**config.mk**
```make
export PLATFORM = sky130hd
export DESIGN_NAME = lsu_ctrl
export DESIGN_NICKNAME = d
export VERILOG_FILES = /design/src/rtl/lsu_ctrl.sv
export SDC_FILE = /design/constraint.sdc
export NUM_CORES = 1
export LEC_CHECK = 0
export BUFFER_PORTS_ARGS = -buffer_cell sky130_fd_sc_hd__buf_2
export CAP_MARGIN = 20
export CORE_MARGIN = 5
export CORE_UTILIZATION = 48
export DETAILED_ROUTE_END_ITERATION = 10
export PLACE_DENSITY = 0.79
export SYNTH_ARGS = -nofsm -noshare
export SYNTH_HDL_FRONTEND = slang
export SYNTH_SLANG_ARGS = --single-unit
```
**constraint.sdc**
```tcl
create_clock -name clk_i -period 5.5 [get_ports clk_i]
set_clock_uncertainty 0.2 [all_clocks]
set_input_delay 0.825 -clock clk_i [delete_from_list [all_inputs] [get_ports clk_i]]
set_output_delay 0.825 -clock clk_i [all_outputs]
set_load 0.01 [all_outputs]
```
**src/rtl/lsu_ctrl.sv**
```systemverilog
// Load/store sequencer: one access in flight, word-aligned bus request, load align/extend.
// Define LSU_MISALIGN_TRAP_EN to reject misaligned H/HU/W accesses instead of ignoring low address bits.
//
// state | meaning
// IDLE  | ready for a new access
// REQ   | bus request held, waiting for ack or timeout
// RESP  | one-cycle response strobe
module lsu_ctrl #(
    parameter int MAX_WAIT = 255
) (
    input  logic        clk_i,
    input  logic        rst_i,
    input  logic        req_valid_i,
    output logic        req_ready_o,
    input  logic        req_we_i,
    input  logic [2:0]  req_funct3_i,
    input  logic [31:0] req_addr_i,
    input  logic [31:0] req_wdata_i,
    output logic        rsp_valid_o,
    output logic [31:0] rsp_rdata_o,
    output logic        rsp_err_o,
    output logic        mem_req_o,
    output logic        mem_we_o,
    output logic [31:0] mem_addr_o,
    output logic [3:0]  mem_be_o,
    output logic [31:0] mem_wdata_o,
    input  logic        mem_ack_i,
    input  logic [31:0] mem_rdata_i,
    input  logic        mem_err_i
);

    localparam int TW = (MAX_WAIT > 1) ? $clog2(MAX_WAIT) : 1;
    // Down-counter loaded at accept so the terminal count lands on the MAX_WAIT-th REQ cycle.
    localparam logic [TW-1:0] TLOAD = (MAX_WAIT == 0) ? '0 : TW'(MAX_WAIT - 1);

    typedef enum logic [1:0] {IDLE, REQ, RESP} state_t;

    state_t        state;
    logic [TW-1:0] timer;
    logic [2:0]    funct3_q;
    logic [1:0]    off_q;

    logic          illegal;
    logic [3:0]    be_c;
    logic [31:0]   wdata_c;
    logic [31:0]   lane;
    logic [31:0]   load_data;

    always_comb begin
        illegal = 1'b0;
        be_c    = 4'b0000;
        wdata_c = '0;
        case (req_funct3_i)
            3'd0, 3'd4: begin
                be_c    = 4'b0001 << req_addr_i[1:0];
                wdata_c = {4{req_wdata_i[7:0]}};
            end
            3'd1, 3'd5: begin
                be_c    = 4'b0011 << {req_addr_i[1], 1'b0};
                wdata_c = {2{req_wdata_i[15:0]}};
            end
            3'd2: begin
                be_c    = 4'b1111;
                wdata_c = req_wdata_i;
            end
            default: illegal = 1'b1;
        endcase
        if (req_we_i && req_funct3_i[2])
            illegal = 1'b1;
`ifdef LSU_MISALIGN_TRAP_EN
        if ((req_funct3_i == 3'd1 || req_funct3_i == 3'd5) && req_addr_i[0])
            illegal = 1'b1;
        if (req_funct3_i == 3'd2 && req_addr_i[1:0] != 2'b00)
            illegal = 1'b1;
`endif
    end

    always_comb begin
        lane = mem_rdata_i;
        case (funct3_q)
            3'd0, 3'd4: lane = mem_rdata_i >> {off_q, 3'b000};
            3'd1, 3'd5: lane = mem_rdata_i >> {off_q[1], 4'b0000};
            default:    lane = mem_rdata_i;
        endcase
        case (funct3_q)
            3'd0:    load_data = {{24{lane[7]}}, lane[7:0]};
            3'd4:    load_data = {24'h0, lane[7:0]};
            3'd1:    load_data = {{16{lane[15]}}, lane[15:0]};
            3'd5:    load_data = {16'h0, lane[15:0]};
            default: load_data = lane;
        endcase
    end

    always_ff @(posedge clk_i or posedge rst_i) begin
        if (rst_i) begin
            state       <= IDLE;
            timer       <= '0;
            funct3_q    <= '0;
            off_q       <= '0;
            req_ready_o <= 1'b1;
            rsp_valid_o <= 1'b0;
            rsp_rdata_o <= '0;
            rsp_err_o   <= 1'b0;
            mem_req_o   <= 1'b0;
            mem_we_o    <= 1'b0;
            mem_addr_o  <= '0;
            mem_be_o    <= '0;
            mem_wdata_o <= '0;
        end else begin
            rsp_valid_o <= 1'b0;
            rsp_rdata_o <= '0;
            rsp_err_o   <= 1'b0;
            case (state)
                IDLE: begin
                    if (req_valid_i) begin
                        req_ready_o <= 1'b0;
                        funct3_q    <= req_funct3_i;
                        off_q       <= req_addr_i[1:0];
                        if (illegal) begin
                            state       <= RESP;
                            rsp_valid_o <= 1'b1;
                            rsp_err_o   <= 1'b1;
                        end else begin
                            state       <= REQ;
                            timer       <= TLOAD;
                            mem_req_o   <= 1'b1;
                            mem_we_o    <= req_we_i;
                            mem_addr_o  <= {req_addr_i[31:2], 2'b00};
                            mem_be_o    <= be_c;
                            mem_wdata_o <= req_we_i ? wdata_c : '0;
                        end
                    end
                end
                REQ: begin
                    if (mem_ack_i || (MAX_WAIT != 0 && timer == '0)) begin
                        // Ack takes priority over a timeout in the same cycle.
                        state       <= RESP;
                        timer       <= '0;
                        rsp_valid_o <= 1'b1;
                        rsp_err_o   <= mem_ack_i ? mem_err_i : 1'b1;
                        rsp_rdata_o <= (mem_ack_i && !mem_err_i && !mem_we_o) ? load_data : '0;
                        mem_req_o   <= 1'b0;
                        mem_we_o    <= 1'b0;
                        mem_addr_o  <= '0;
                        mem_be_o    <= '0;
                        mem_wdata_o <= '0;
                    end else if (MAX_WAIT != 0) begin
                        timer <= timer - 1'b1;
                    end
                end
                RESP: begin
                    state       <= IDLE;
                    req_ready_o <= 1'b1;
                end
                default: begin
                    state       <= IDLE;
                    req_ready_o <= 1'b1;
                end
            endcase
        end
    end

endmodule

```
Word-level counts from Yosys, hierarchy flattened --
Cells that the tools add are included.
Word-level totals: register bits after elaboration 120, word-level logic and storage cells 96
Operators by class: bitwise logic cells 1, eq/ne operators 11, mux-type cells 45, add/subtract/negate cells 1, reduce and logical (&&, ||, !) cells 21, shifts and indexed selects 4
Operators with widths (count):
- $mux W32 | 9
- $pmux W32 S2 | 3
- $pmux W32 S4 | 1
- $pmux W32 S3 | 1
- $shr A32 B5 Y32 | 2
- $mux W8 | 3
- $pmux W8 S2 | 1
- $mux W1 | 13
- $eq A3 B3 Y1 const B | 4
- $mux W4 | 3
- $pmux W4 S3 | 1
- $pmux W1 S2 | 5
- $logic_not A8 Y1 | 1
- $pmux W4 S2 | 1
- $reduce_or A2 Y1 | 4
- $sub A8 B1 Y8 const B | 1
- $eq A3 B1 Y1 const B | 2
- $logic_not A3 Y1 | 2
- $mux W2 | 3
- $ne A2 B2 Y1 const B | 3
- $reduce_and A2 Y1 | 3
- $reduce_or A5 Y1 | 1
- $pmux W2 S2 | 1
- $reduce_and A4 Y1 | 1
- other kinds (11) | 14

Logic depth before layout (Yosys ltp) --
Gate-level depths: netlist of the first run.
depth in word-level cells 7, gate-level depth with buffers 9, gate-level depth less buffers 6

Worst setup path after synthesis of the first run --
No wires, ideal clock.
kind input to register, start point input req_funct3_i[1], end point register mem_addr_o[10], setup time 0.121 ns, path slack 3.177 ns, arrival time 2.002 ns, stages on the path 7, data required time 5.179 ns, cells stage by stage o21ai_1 a31oi_1 or2_1 clkbuf_2 buf_6 buf_6 a22o_1
Between the ends: longest elaborated chain between the ends 6, elaborated cells on any way between the ends 10, those cells by class eq/ne: 5; mux: 2; reduce/logical: 3
Ends and longest elaborated chain:
- from (decl) | RTL line 16 | input logic [2:0] req_funct3_i,
- $eq A3 B2 Y1 (tied with other cells) | RTL line 53 | case (req_funct3_i)
- $reduce_or A5 Y1 (no line) *
- $mux W1 * | RTL line 53
- $mux W1 * | RTL line 68 | if (req_we_i && req_funct3_i[2])
- $ne A2 B2 Y1 (no line) *
- $reduce_and A4 Y1 (no line) *
- to (signal assigned) | RTL line 128 | mem_addr_o <= {req_addr_i[31:2], 2'b00};
- to (decl) | RTL line 24 | output logic [31:0] mem_addr_o,
Mark *: on every way between the ends. The rest lies on a longest branch, timed or not. A chain may end at the register's enable or synchronous reset.

Worst setup path in the final report of the first run --
start point register funct3_q[0], end point register rsp_rdata_o[27]
Between the ends: longest elaborated chain between the ends 7, elaborated cells on any way between the ends 11, those cells by class eq/ne: 3; mux: 5; reduce/logical: 3
Ends and longest elaborated chain:
- from (decl) | RTL line 40 | logic [2:0] funct3_q;
- from (signal assigned) | RTL line 117 | funct3_q <= req_funct3_i;
- $eq A3 B3 Y1 (tied with other cells) | RTL line 80, 85
- $reduce_or A2 Y1 | RTL line 80 | case (funct3_q)
- $pmux W32 S2 | RTL line 80
- $pmux W32 S4 * | RTL line 85 | case (funct3_q)
- $mux W32 * | RTL line 141 | rsp_rdata_o <= (mem_ack_i && !mem_err_i && !mem_we_o) ? load_data : '0;
- $mux W32 * | RTL line 135 | if (mem_ack_i || (MAX_WAIT != 0 && timer == '0)) begin
- $mux W32 * | RTL line 113 | case (state)
- to (signal assigned) | RTL line 141
- to (decl) | RTL line 20 | output logic [31:0] rsp_rdata_o,
Marks and branches as above.

==> summary.md, run 1 <==
| Metric | Value |
|---|---|
| RSZ-0062 raised after global routing | false |
| CTS Buf Count | 17 |
| Die height | roughly 120 um |
| Total gr overflow | 0 |
| Width of the die | between 100 and 150 um |
| Max Cap Viol | 0 |
| Hold_buf cts | 0 |
| Syn Inst Count | just over 500 |
| Endpoints failing hold | 0 |
| CTS H-Tree Depth | 4 |
| Final worst-path cycle share | a little under three fifths |
| HP Class | reg2reg |
| Post-route ant nets | 0 |
| Initial antenna violation count | 0 |
| Synth area leaders | dfrtp_1 (54%), a22o_1 (8.6%), a221oi_1 (3.7%) |
| Vias | approximately 5000 |
| Predominant post-synthesis flop cell | dfrtp_1 |
| CP Class | reg2reg |
| Antenna cells | 0 |
| Routed WL per cell | about 19 um |
| Die area | roughly 14000 um2 |
| Final Critical Period | roughly 3000 ps |
| Root Driver | clkbuf_16 |
| Setup ws final | 2410 ps |
| GP Congestion | approximately 0.9 |
| Outcome | complete, no violations |
| Global-route wire length before repair | roughly 25000 um |
| Vias in the first global route | ~5000 |
| Fmax | roughly 320 MHz |
| Final wirelength | roughly 16000 um |
| Slew HR | 26.2% |
| Worst skew pair latency | between 400 and 500 ps |
| CTS tree | done |
| Largest net degree at the start of global routing | approximately 80 |
| Max incr delay on CP | around 950 ps |
| Critical path fanouts, max | 23 |
| Worst slew pin tran | approximately 1100 ps |
| Non-Filler Instances | 857 |
| Slowest stage cell on the critical path | a31oi_2 |
| Dpl ws | 2290 ps |
| Crit path cell chain | nor2b_1 -> o211ai_1 -> a31oi_2 -> a221oi_1 |
| Max VDD drop | between 0.2 and 0.25 mV |
| Pre-antenna DRT Iters | 5 |
| Yosys cell types | 50 |
| Final setup fails | 0 |
| Gr usage total | a little under a quarter |
| Syn avg cell area | roughly 11 um2 |
| Post-synth EDFFs | 0 |
| P_leak | about 3.8 nW |
| Post-synthesis register bit count | about 120 |
| Post_cts resized | 0 |
| Postcts setup bufs | 0 |
| Number of max-slew violations in the final report | 0 |
| CTS Sinks | approximately 120 |
| CP endpoint kind | register |
| Post-synthesis sequential area ratio | between 50 and 60% |
| Critical path data arrival time | roughly 3100 ps |
| Total placed cells including tap cells | slightly above 800 |
| Share of the synthesized area in the top cell type | between 50% and 60% |
| Top cell type by total area after synthesis | dfrtp_1 |
| Fill count | roughly 850 |
| DP HPWL | 11300 um |
| Setup TNS | 0 ps |
| Ratio of cells with drive above 1 in the final layout | 36.6% |
| Syn. warnings | 0 |
| Layout Nets | between 800 and 900 |
| Asr flop ratio synth | 100% |
| Number of DRC markers in iteration 0 | 518 |
| Port Buffers | slightly above 200 |
| Flop-to-flop setup slack | about 2400 ps |
| Mapped Area | 5470 um2 |
| Pwr/cell area | ~460 nW/um2 |
| Row count | 39 |
| Synth-to-Final Area Change | 31.2% |
| Via density | just under 6 |
| Starting Density | 48.5% |
| IO Count | between 200 and 250 |
| Final routed DRC violation total | 0 |
| Clk buf depth | 2 |
| Worst Path Required | roughly 5500 ps |
| CORE AREA | about 11000 um2 |
| CTS clk-pin slew, worst paths | ~60 ps |
| Critical Path Source Type | register |
-- Yosys cell counts, drive strengths merged, types with 8 or more instances --
| cell type | n |
|---|---|
| dfrtp | 117 |
| a22o | 54 |
| nand2 | 41 |
| o21ai | 40 |
| inv | 34 |
| a21oi | 30 |
| clkbuf | 30 |
| a221oi | 23 |
| o2bb2ai | 19 |
| buf | 15 |
| nor2b | 15 |
| nand2b | 12 |
| nor2 | 9 |
| a22oi | 8 |
-- metrics by stage --
step / total power (W) / hold WS, ps / utilization, % / instance area (um2)
after floorplan: 0.00178 / 276 / - / 5470
after global placement: 0.00205 / 265 / 58.0 / 6530
after detailed placement: 0.00209 / 268 / 58.0 / 6540
after CTS: 0.00328 / 289 / 63.7 / 7180
after global routing: 0.00345 / 312 / 63.7 / 7180
final: 0.00328 / 286 / 63.7 / 7180
-- power by group --
| group | switching, W | total [W] | internal [W] |
|---|---|---|---|
| clock | 0.000418 | 0.00119 | 0.000775 |
| combinational | 0.000513 | 0.000885 | 0.000372 |
| sequential | 0.000157 | 0.00120 | 0.00104 |
-- sequential cells by signal, summed over array words and instances (netlist names), 2 cells and up --
signal / count
rsp_rdata_o: 32
mem_wdata_o: 32
mem_addr_o: 30
state: 2
timer: 8
funct3_q: 3
off_q: 2
mem_be_o: 4
-- metal layers --
layer	wire length [um]	track usage, %	vias to the layer above
met1	6460	31.3	2424
met3	1470	5.80	37
met2	7610	36.3	280
met5	0	0	-
met4	387	9.25	0
li1	-	-	2267
-- kinds of logic (layout without fill, tap and decap cells) --
| kind of cell | count (synthesis) | after routing | share of synthesized area [%] |
|---|---|---|---|
| compound gates | 200 | 200 | 26.7 |
| flops | 118 | 118 | 54.0 |
| simple gates | 104 | 104 | 9.72 |
| buf+inv | 80 | 281 | 6.22 |
| mux | 8 | 8 | 3.09 |
| fa+ha+maj | 1 | 1 | 0.229 |
| other cells | 1 | 2 | 0.0686 |
-- area by class of cell --
| type | instances | area, um2 | share of cell area [%] |
|---|---|---|---|
| Sequential cell | 118 | 2950 | 41.1 |
| Multi-Input combinational cell | 315 | 2190 | 30.4 |
| Timing Repair Buffer | 214 | 1090 | 15.2 |
| Clock buffer | 18 | 439 | 6.12 |
| Clock inverter | 14 | 199 | 2.77 |
| Tap cell | 143 | 179 | 2.49 |
| Inverter | 35 | 134 | 1.86 |
-- layout by cell type, fill, tap and decap left out, drive strengths merged, types with 7 or more instances in the layout --
cell type | Yosys | final
buf | 15 | 214
dfrtp | 117 | 117
a22o | 54 | 54
nand2 | 41 | 41
o21ai | 40 | 40
inv | 34 | 37
a21oi | 30 | 30
a221oi | 23 | 23
o2bb2ai | 19 | 19
clkbuf | 30 | 18
nor2b | 15 | 15
nand2b | 12 | 12
nor2 | 9 | 9
a22oi | 8 | 8
nor3 | 7 | 7
nor4 | 7 | 7
mux4 | 7 | 7
clkinv | 1 | 7
-- path summary, 6_finish.rpt --
kind | startpoint | endpoint | depth (start not counted)
min in group asynchronous | rst_i | mem_addr_o[9] | 2
min reg2reg | mem_be_o[1] | mem_be_o[1] | 1
max reg2reg | funct3_q[0] | rsp_rdata_o[27] | 4
min | mem_be_o[1] | mem_be_o[1] | 1
max | funct3_q[0] | rsp_rdata_o[27] | 4
max in group asynchronous | rst_i | req_ready_o | 3
-- critical path: cells and delay by family (launching register included) --
kind             cells  cell delay (ps)
AND/OR/NAND/NOR      1              610
flip-flops           1              660
AO/OA/AOI/OAI        3             1400
No activity file was read; power rests on OpenSTA's default activity.
==> run 2, diff against run 1 <==
- ABC_AREA: unset -> 1
- PLACE_DENSITY: 0.79 -> 0.78
- clock period: 5.5 -> 3 ns (I/O delays scaled with it)
==> summary.md, run 2 <==
| Metric | Value |
|---|---|
| CTS clk-pin slew, worst paths | 60 ps (about the same) |
| Total gr overflow | 0 (unchanged) |
| Max VDD drop | 0.324 mV (was 0.230 mV) |
| Syn. warnings | 0 (unchanged) |
| Via density | 5.14 (was 5.84) |
| Share of the synthesized area in the top cell type | 51.0% (was 53.5%) |
| Die area | 14200 um2 (was 13600 um2) |
| Setup TNS | 0 ps (unchanged) |
| P_leak | 4.22 nW (was 3.76 nW) |
| HP Class | in2reg (was reg2reg) |
| Worst slew pin tran | 786 ps (was 1100 ps) |
| Fill count | 1034 (was 854) |
| Largest net degree at the start of global routing | 69 (was 78) |
| Root Driver | clkbuf_16 (unchanged) |
| CTS Sinks | 118 (unchanged) |
| IO Count | 210 (unchanged) |
| Max incr delay on CP | 530 ps (was 950 ps) |
| Antenna cells | 0 (unchanged) |
| Die height | 119 um (was 117 um) |
| Synth area leaders | dfrtp_1 (51%), nand2_1 (17%), o21ai_0 (4.4%) (was dfrtp_1 (54%), a22o_1 (8.6%), a221oi_1 (3.7%)) |
| Outcome | complete, no violations (unchanged) |
| Commonest non-fill, non-tap cells in the layout | nand2_1 (265), buf_2 (207), dfrtp_1 (117) (was buf_2 (207), dfrtp_1 (117), a22o_1 (54)) |
| Yosys cell types | 37 (was 50) |
| Routed WL per cell | 15.3 um (was 18.6 um) |
| Starting Density | 48.4% (was 48.5%) |
| Number of DRC markers in iteration 0 | 570 (was 518) |
| Final setup fails | 0 (unchanged) |
| CP endpoint kind | register (unchanged) |
| Row count | 40 (was 39) |
| RSZ-0062 raised after global routing | false (unchanged) |
| CP Class | reg2reg (unchanged) |
| Port Buffers | 207 (unchanged) |
| Max Cap Viol | 0 (unchanged) |
| Cell with the most instances after synthesis | nand2_1 (was dfrtp_1) |
| Delay-heaviest family, CP | simple AND/OR/NAND/NOR gates (was compound AO/OA/AOI/OAI gates) |
| Endpoints failing hold | 0 (unchanged) |
| Top cell type by total area after synthesis | dfrtp_1 (unchanged) |
| Final Critical Period | 2290 ps (was 3090 ps) |
| Vias | 5464 (was 5008) |
| Top Registers | mem_wdata_o: 32 flops, rsp_rdata_o: 32 flops, mem_addr_o: 30 flops (unchanged) |
| Asr flop ratio synth | 100% (unchanged) |
| Global-route wire length before repair | 25800 um (was 24800 um) |
| GP Congestion | 0.886 (was 0.891) |
| Critical Path Source Type | register (unchanged) |
| Post-synth EDFFs | 0 (unchanged) |
| Placed inst area | 6850 um2 (was 6540 um2) |
| Pwr Total | 0.00610 W (was 0.00328 W) |
| Slowest stage cell on the critical path | buf_4 (was a31oi_2) |
| Worst Path Required | 3120 ps (was 5500 ps) |
| Pwr/cell area | 815 nW/um2 (was 456 nW/um2) |
| Postcts setup bufs | 0 (unchanged) |
| Post_cts resized | 0 (unchanged) |
| Commonest cells post-synth | nand2_1 (266), dfrtp_1 (117), o21ai_0 (51), inv_1 (49), nand3_1 (42) (was dfrtp_1 (117), a22o_1 (54), nand2_1 (41), o21ai_0 (39), inv_1 (34)) |
| Gr usage total | 22.6% (was 23.2%) |
| CTS tree | done (unchanged) |
| Commonest non-fill, non-tap cell in the layout | nand2_1 (was buf_2) |
| Post-synthesis register bit count | 118 (unchanged) |
| Post-synthesis sequential area ratio | 51.5% (was 54.0%) |
| Fmax | 437 MHz (was 324 MHz) |
| Ratio of cells with drive above 1 in the final layout | 31.4% (was 36.6%) |
| Post-route ant nets | 0 (unchanged) |
| Mapped Area | 5740 um2 (was 5470 um2) |
| CTS Buf Count | 17 (unchanged) |
| Critical path data arrival time | 2410 ps (was 3090 ps) |
| Critical path fanouts, max | 68 (was 23) |
| Vias in the first global route | 5141 (was 4917) |
| Synth-to-Final Area Change | 30.5% (was 31.2%) |
| Slew HR | 47.5% (was 26.2%) |
| Pre-antenna DRT Iters | 6 (was 5) |
| Clk buf depth | 2 (unchanged) |
| Predominant post-synthesis flop cell | dfrtp_1 (unchanged) |
| Final wirelength | 16200 um (was 15900 um) |
| CTS H-Tree Depth | 4 (unchanged) |
| Initial antenna violation count | 0 (unchanged) |
| Final worst-path cycle share | 76.2% (was 56.2%) |
| Width of the die | 119 um (was 117 um) |
| CP Buf/Inv Count | 2 (was 0) |
| Final routed DRC violation total | 0 (unchanged) |
| Layout Nets | 1009 (was 807) |
| Fin area | 7490 um2 (was 7180 um2) |
| CORE AREA | 11900 um2 (was 11300 um2) |
| Worst skew pair latency | 410 ps (about the same) |
| Number of max-slew violations in the final report | 0 (unchanged) |
| DP HPWL | 11700 um (was 11300 um) |
| Crit path cell chain | inv_1 -> ha_1 -> nand3_1 -> nor3_2 -> nand2_1 -> nand3_1 -> nand2_2 -> buf_4 -> nand2_1 -> o21ai_0 (was nor2b_1 -> o211ai_1 -> a31oi_2 -> a221oi_1) |
| Syn avg cell area | 8.14 um2 (was 10.7 um2) |
| Syn Inst Count | 705 (was 512) |
run 2: cell count changes after synthesis, sizes merged, moves of 20 or more:
| cell | delta |
|---|---|
| o211ai | +23 |
| o21ai | +20 |
| a221oi | -23 |
| a22o | -54 |
| nand3 | +40 |
| nand2 | +230 |
run 2: report_power, final:
group	leakage [nW]	switching, W	internal (W)
sequential	1.58	0.000232	0.00191
combinational	2.34	0.00120	0.000615
clock	0.295	0.000754	0.00139
total	4.22	0.00219	0.00392
run 2: through the flow:
| stage | setup WS [ps] | utilization, % | hold WS, ps | cells |
|---|---|---|---|---|
| 2_1_floorplan | 909 | - | 258 | 706 |
| 3_3_place_gp | 747 | 57.8 | 250 | 1030 |
| 3_5_place_dp | 686 | 57.8 | 253 | 1030 |
| 4_1_cts | 699 | 63.1 | 26.9 | 1063 |
| 5_1_grt | 479 | 63.1 | 29.5 | 1063 |
| 6_report | 713 | 63.1 | 35.1 | 1063 |
run 2: final timing paths:
kind,start,slack (ps),depth (start not counted),end
worst min register to register,mem_addr_o[12],260,2,mem_addr_o[12]
min in group asynchronous,rst_i,500,4,mem_addr_o[7]
worst max register to register,timer[0],710,10,mem_wdata_o[31]
worst max-delay path,timer[0],710,10,mem_wdata_o[31]
max in group asynchronous,rst_i,1770,4,req_ready_o
worst min-delay path,req_addr_i[13],40,3,mem_addr_o[13]
run 2: final cells by class:
cell class	count	area [um2]	share of cell area (%)
Tap cell	147	184	2.46
Clock inverter	15	204	2.72
Clock buffer	17	425	5.68
Multi-Input combinational cell	495	2380	31.7
Inverter	54	206	2.76
Sequential cell	118	2950	39.4
Timing Repair Buffer	217	1140	15.2
run 2: metal layers:
metal	track usage (%)	vias to the layer above	wire, um
met5	0	-	0
met4	8.23	0	353
met3	6.41	29	1320
met2	35.5	248	7720
met1	29.8	2524	6830
li1	-	2663	-
run 2: logic make-up after synthesis:
logic type	synth area share [%]
adders and majority gates	0.218
buffers and inverters	7.22
other	0.0653
AOI/OAI and AO/OA	15.7
xor gates and xnor gates	0.763
DFF	51.5
and+or+nand+nor	24.6
run 2: timing repair:
action / 4_1_cts / 5_1_grt
hold buffers: 1 / 0
hold endpoints to repair: 117 / 0
setup endpoints to repair: 0 / 0
run 2: worst min-delay path, delay by kind of cell:
family	cells	cell delay (ps)
AND/OR/NAND/NOR	2	90
buffers and inverters	1	70
